--- config.mk ---
export PLATFORM = sky130hd
export DESIGN_NAME = uart_tx_arbiter
export DESIGN_NICKNAME = d
export VERILOG_FILES = /design/src/rtl/uart_tx_arbiter_pkg.sv /design/src/rtl/uart_tx_arbiter_cycle_counter.sv /design/src/rtl/uart_tx_arbiter.sv
export SDC_FILE = /design/constraint.sdc
export NUM_CORES = 1
export LEC_CHECK = 0
export BUFFER_PORTS_ARGS = -buffer_cell sky130_fd_sc_hd__buf_2
export CAP_MARGIN = 0
export CORE_ASPECT_RATIO = 1.75
export CORE_UTILIZATION = 47
export CTS_CLUSTER_SIZE = 24
export DETAILED_ROUTE_END_ITERATION = 16
export PLACE_DENSITY_LB_ADDON = 0.05
export SYNTH_ARGS = -nofsm -noshare
export SYNTH_HDL_FRONTEND = slang
export SYNTH_SLANG_ARGS = --single-unit
--- constraint.sdc ---
create_clock -name uart_clk -period 1.7 [get_ports uart_clk]
set_input_delay 0.34 -clock uart_clk [delete_from_list [all_inputs] [get_ports uart_clk]]
set_output_delay 0.34 -clock uart_clk [all_outputs]
set_load 0.005 [all_outputs]
--- src/rtl/uart_tx_arbiter_pkg.sv ---
//==============================================================================
// Module      : uart_tx_arbiter_pkg
// Description : Shared state encodings and defaults for the UART TX arbiter.
// Revision    : 1.0 - initial release
//==============================================================================
`default_nettype none

package uart_tx_arbiter_pkg;

    typedef enum logic [1:0] {
        ARB_IDLE = 2'd0,
        ARB_SEND = 2'd1,
        ARB_GAP  = 2'd2
    } arb_state_t;

    // Protocol no-op byte, also the resting value of the SendData producers.
    localparam logic [7:0] C_IDLE_BYTE = 8'h00;

    function automatic int max_int(input int a, input int b);
        return (a > b) ? a : b;
    endfunction

endpackage

`default_nettype wire

--- src/rtl/uart_tx_arbiter_cycle_counter.sv ---
//==============================================================================
// Module      : cycle_counter
// Description : Saturating up-counter with clear, enable and terminal compare.
// Revision    : 1.0 - initial release
//==============================================================================
`default_nettype none

module cycle_counter #(
    parameter int WIDTH = 8
) (
    input  logic             clk,
    input  logic             rst,
    input  logic             i_clear,
    input  logic             i_en,
    input  logic [WIDTH-1:0] i_terminal,
    output logic             o_at_terminal
);

    logic [WIDTH-1:0] r_count;

    always_ff @(posedge clk) begin
        if (rst) begin
            r_count <= '0;
        end else if (i_clear) begin
            r_count <= '0;
        end else if (i_en && (r_count != {WIDTH{1'b1}})) begin
            r_count <= r_count + WIDTH'(1);
        end
    end

    assign o_at_terminal = (r_count == i_terminal);

endmodule

`default_nettype wire

--- src/rtl/uart_tx_arbiter.sv ---
//==============================================================================
// Module      : uart_tx_arbiter
// Description : Single-owner arbiter between manual/script byte sources and
//               the UART transmit port, with inter-byte gap and send timeout.
// Revision    : 1.0 - initial release
//==============================================================================
`default_nettype none

module uart_tx_arbiter
    import uart_tx_arbiter_pkg::*;
#(
    parameter logic [7:0] IDLE_BYTE      = C_IDLE_BYTE,
    parameter int         GAP_CYCLES     = 16,
    parameter int         TIMEOUT_CYCLES = 4096
) (
    input  logic       uart_clk,
    input  logic       reset,
    input  logic       sel_script,
    input  logic [7:0] man_bits,
    input  logic       man_valid,
    output logic       man_ready,
    input  logic [7:0] scr_bits,
    input  logic       scr_valid,
    output logic       scr_ready,
    output logic [7:0] tx_bits,
    input  logic       tx_done,
    output logic       busy,
    output logic       timeout_pulse
);

    localparam int              C_CNT_MAX  = max_int(TIMEOUT_CYCLES, GAP_CYCLES);
    localparam int              CW         = $clog2(C_CNT_MAX + 1);
    localparam logic [CW-1:0]   C_TO_TERM  = CW'(TIMEOUT_CYCLES - 1);
    localparam logic [CW-1:0]   C_GAP_TERM = (GAP_CYCLES > 0) ? CW'(GAP_CYCLES - 1) : '0;

    arb_state_t    r_state;
    arb_state_t    w_state_next;
    logic [7:0]    r_hold;
    logic          r_timeout;

    logic          w_sel_valid;
    logic [7:0]    w_sel_bits;
    logic          w_accept;
    logic          w_cnt_clear;
    logic          w_cnt_en;
    logic          w_timeout;
    logic [CW-1:0] w_terminal;
    logic          w_at_terminal;

    assign w_sel_valid = sel_script ? scr_valid : man_valid;
    assign w_sel_bits  = sel_script ? scr_bits  : man_bits;

    cycle_counter #(
        .WIDTH (CW)
    ) u_cycle_counter (
        .clk           (uart_clk),
        .rst           (reset),
        .i_clear       (w_cnt_clear),
        .i_en          (w_cnt_en),
        .i_terminal    (w_terminal),
        .o_at_terminal (w_at_terminal)
    );

    always_ff @(posedge uart_clk) begin
        if (reset) begin
            r_state   <= ARB_IDLE;
            r_hold    <= IDLE_BYTE;
            r_timeout <= 1'b0;
        end else begin
            r_state   <= w_state_next;
            r_timeout <= w_timeout;
            if (w_accept) begin
                r_hold <= w_sel_bits;
            end
        end
    end

    // One counter serves both SEND (timeout) and GAP; its terminal follows the state.
    always_comb begin
        w_state_next = r_state;
        w_accept     = 1'b0;
        w_cnt_clear  = 1'b0;
        w_cnt_en     = 1'b0;
        w_timeout    = 1'b0;
        w_terminal   = C_TO_TERM;
        case (r_state)
            ARB_IDLE: begin
                if (w_sel_valid) begin
                    w_accept     = 1'b1;
                    w_cnt_clear  = 1'b1;
                    w_state_next = ARB_SEND;
                end
            end
            ARB_SEND: begin
                w_cnt_en = 1'b1;
                if (tx_done) begin
                    w_cnt_clear  = 1'b1;
                    w_state_next = (GAP_CYCLES == 0) ? ARB_IDLE : ARB_GAP;
                end else if (w_at_terminal) begin
                    w_timeout    = 1'b1;
                    w_state_next = ARB_IDLE;
                end
            end
            ARB_GAP: begin
                w_terminal = C_GAP_TERM;
                w_cnt_en   = 1'b1;
                if (w_at_terminal) begin
                    w_state_next = ARB_IDLE;
                end
            end
            default: begin
                w_state_next = ARB_IDLE;
            end
        endcase
    end

    assign man_ready     = (r_state == ARB_IDLE) && !reset && !sel_script;
    assign scr_ready     = (r_state == ARB_IDLE) && !reset &&  sel_script;
    assign tx_bits       = (r_state == ARB_SEND) ? r_hold : IDLE_BYTE;
    assign busy          = (r_state != ARB_IDLE);
    assign timeout_pulse = r_timeout;

endmodule

`default_nettype wire

==> summary.txt <==
Routing
  • Vias/cell: 5.90
  • Via count: 1340
  • DRT antenna net count: 0
  • DR pass1 iterations: 4
  • WL final: 3.15 mm
  • Drt drc: 0
  • Wire per inst: 13.9 microns
  • DR iter-0 viols: 20

Clock tree
  • CTS Buffer Depth: 2
  • Post-CTS Hold Buffers: 0
  • TritonCTS buffer count: 3
  • Clk_lat worst skew: 260 ps
  • Clock transition at the registers of the reported paths: 80 ps
  • CTS tree: built
  • Root Buffer: clkbuf_8
  • Clock Sinks: 24
  • H-tree levels: 1

Run status
  • Status: finished with violations
  • Failing checks: setup timing

Placement
  • IO Port Bufs: 33
  • Pre-CTS setup slack: -41.0 ps
  • RePlAce Congestion: 0.731
  • DPL Wire Length: 2.48 mm

STA
  • Final Cycle Share: 101%
  • Worst slew pin tran: 564 ps
  • Fin. max-slew vios: 0
  • F_max: 584 MHz
  • Setup WS post-layout: -13.1 ps
  • Final Hold Viols: 0
  • Clk_skew: 3.77 ps
  • TNS Setup: -13.1 ps
  • Rel. slew slack: 62.4%
  • Period minus WS final: 1710 ps
  • RSZ-0062 raised after global routing: yes
  • Setup violations, final: 1

Worst setup path
  • FF-to-FF Start: r_state[1]
  • Worst R2R Path Depth: 6
  • Startpoint Class: flop
  • Critical path launch point: r_state[1]
  • Worst EP arrival: 1910 ps
  • Crit end category: flop
  • CP max FO: 4
  • Setup CP Type: flop to flop
  • Crit path required time: 1900 ps

Synth
  • Synth Register Bits: 24
  • Synth cell types: 38
  • Synth Instances: 154
  • Most common cell in the synthesized netlist: dfxtp_1
  • Net count after synthesis: 181
  • Top_reg_cell synth: dfxtp_1
  • Largest cells by area after synthesis: dfxtp_1 37%, mux2i_1 6.9%, a211oi_1 5.7%
  • Avg Synthesized Cell Area: 8.51 sq um
  • Top cells by count, synth: 24 x dfxtp_1, 16 x nor2_1, 10 x a211oi_1, 10 x a21oi_1, 9 x mux2i_1
  • Post-synth top area share: 36.6%
  • EDFF count, synth: 0
  • Yosys warning count: 0
  • Async set-reset flop share out of synthesis: 0%
  • Yosys top cell by area: dfxtp_1
  • Post-synthesis sequential area ratio: 36.6%
  • Post-synthesis cell area: 0.00131 sq mm

Die
  • Ports: 34
  • Die height: 71.9 microns
  • Die area: 0.00301 sq mm
  • Die Wd: 41.9 microns
  • Core footprint: 0.00266 sq mm
  • Cell row count: 25
  • Initial Util: 49.3%

Pwr
  • Max IR drop VDD: 0.424 mV
  • Power per standard cell area: 721 mW/mm^2
  • Leak pwr: 0.000708 uW

Global routing
  • Met3 usage: 3.02%
  • First-pass GRT wire length: 5.20 mm
  • Vias in the first global route: 1235
  • Met1 usage: 22.3%
  • Met2 Track Usage GR: 43.6%
  • Largest net degree at the start of global routing: 17
  • Total track usage: 22.1%
  • Initial antenna violation count: 0
  • GRT busiest layer: met2
  • Gr ovfl total: 0

Cells and area
  • Sequential cell area: 483 sq um
  • Filler cells: 242
  • Fraction of layout instances using a drive strength above 1: 34.5%
  • Ant diodes: 0
  • Nets: 229
  • Multi-input logic area: 838 sq um
  • Final core utilization: 64.2%
  • Area Overhead vs Synth: 30.2%

Hold path
  • Hold_sp: man_bits[1]
  • Hold WC Path Type: primary input to flop
  • Worst hold path stage count: 3

Flow run
  • Number of max-cap violations: 0
metal layers:
metal	vias to the layer above	wire length (microns)
li1	672	-
met1	617	1180
met2	45	1770
met3	6	139
met4	0	59
met5	-	0
power by group:
part	internal, uW	switching, uW
Clock	158	165
Combinational	145	154
Sequential	595	15.1
flip-flops by register name, indices dropped and copies added (netlist names):
| signal | count |
|---|---|
| r_hold | 8 |
| r_state | 2 |
| timeout_pulse | 1 |
| u_cycle_counter.r_count | 13 |
area by class of cell:
class	count	area share [%]
Multi-Input combinational cell	120	49.1
Sequential cell	24	28.3
Timing Repair Buffer	50	17.6
Clock buffer	3	2.42
Tap cell	27	1.98
Inverter	3	0.659
final timing paths:
| check | to | slack [ps] |
|---|---|---|
| max | u_cycle_counter.r_count[6] | -10 |
| min | r_hold[1] | 420 |
| max reg2reg | u_cycle_counter.r_count[6] | -10 |
| min reg2reg | r_hold[6] | 500 |
cell families (layout without fill, tap and decap cells):
family,Yosys count,in the layout,synth area share [%]
buf+inv,10,56,3.15
mux,9,9,6.87
simple gates,63,63,26.6
xor+xnor,3,3,2.00
compound gates,40,40,19.9
fa+ha+maj,5,5,4.77
flops,24,24,36.6
per-stage QoR:
stage	total power (uW)	std cells	instance area, sq um	hold WS (ps)
3_3_place_gp	883	221	1600	480
4_1_cts	1230	224	1660	413
5_1_grt	1300	227	1710	443
3_5_place_dp	896	221	1600	495
6_report	1230	227	1710	419
2_1_floorplan	783	154	1330	447
critical path: stages, from the launching register on:
cell     delay (ps)
dfxtp_2         340
inv_2            60
ha_4            270
nand4_1         130
a41o_1          280
or3_2           430
a21oi_2         130
placed cells by master, fill, tap and decap left out, types with 2 or more instances in the layout:
cell type,synthesis,final
ha_1,5,2
dfxtp_2,0,2
or4_1,3,3
and4b_1,2,2
o31ai_1,3,3
a211oi_1,10,9
nor3_1,3,2
o21a_1,2,2
buf_6,0,2
and2_1,8,8
nand4_1,6,6
buf_2,3,33
o211ai_1,2,2
inv_2,0,2
a21oi_1,10,9
clkbuf_8,0,3
mux2i_1,9,9
nand3_1,6,6
ha_4,0,2
buf_4,0,15
nand2_1,7,7
dfxtp_1,24,22
or3_1,3,3
nor2_1,16,15
xor2_1,2,2
o21ai_0,8,8
what timing repair did:
item                                    in CTS  in global routing
pin swaps                                    2                  1
buffers inserted                             0                  3
endpoints found under the setup margin      11                 13
cloned                                       0                  0
gates resized for setup                      3                  7
(Power assumes the default switching activity.)
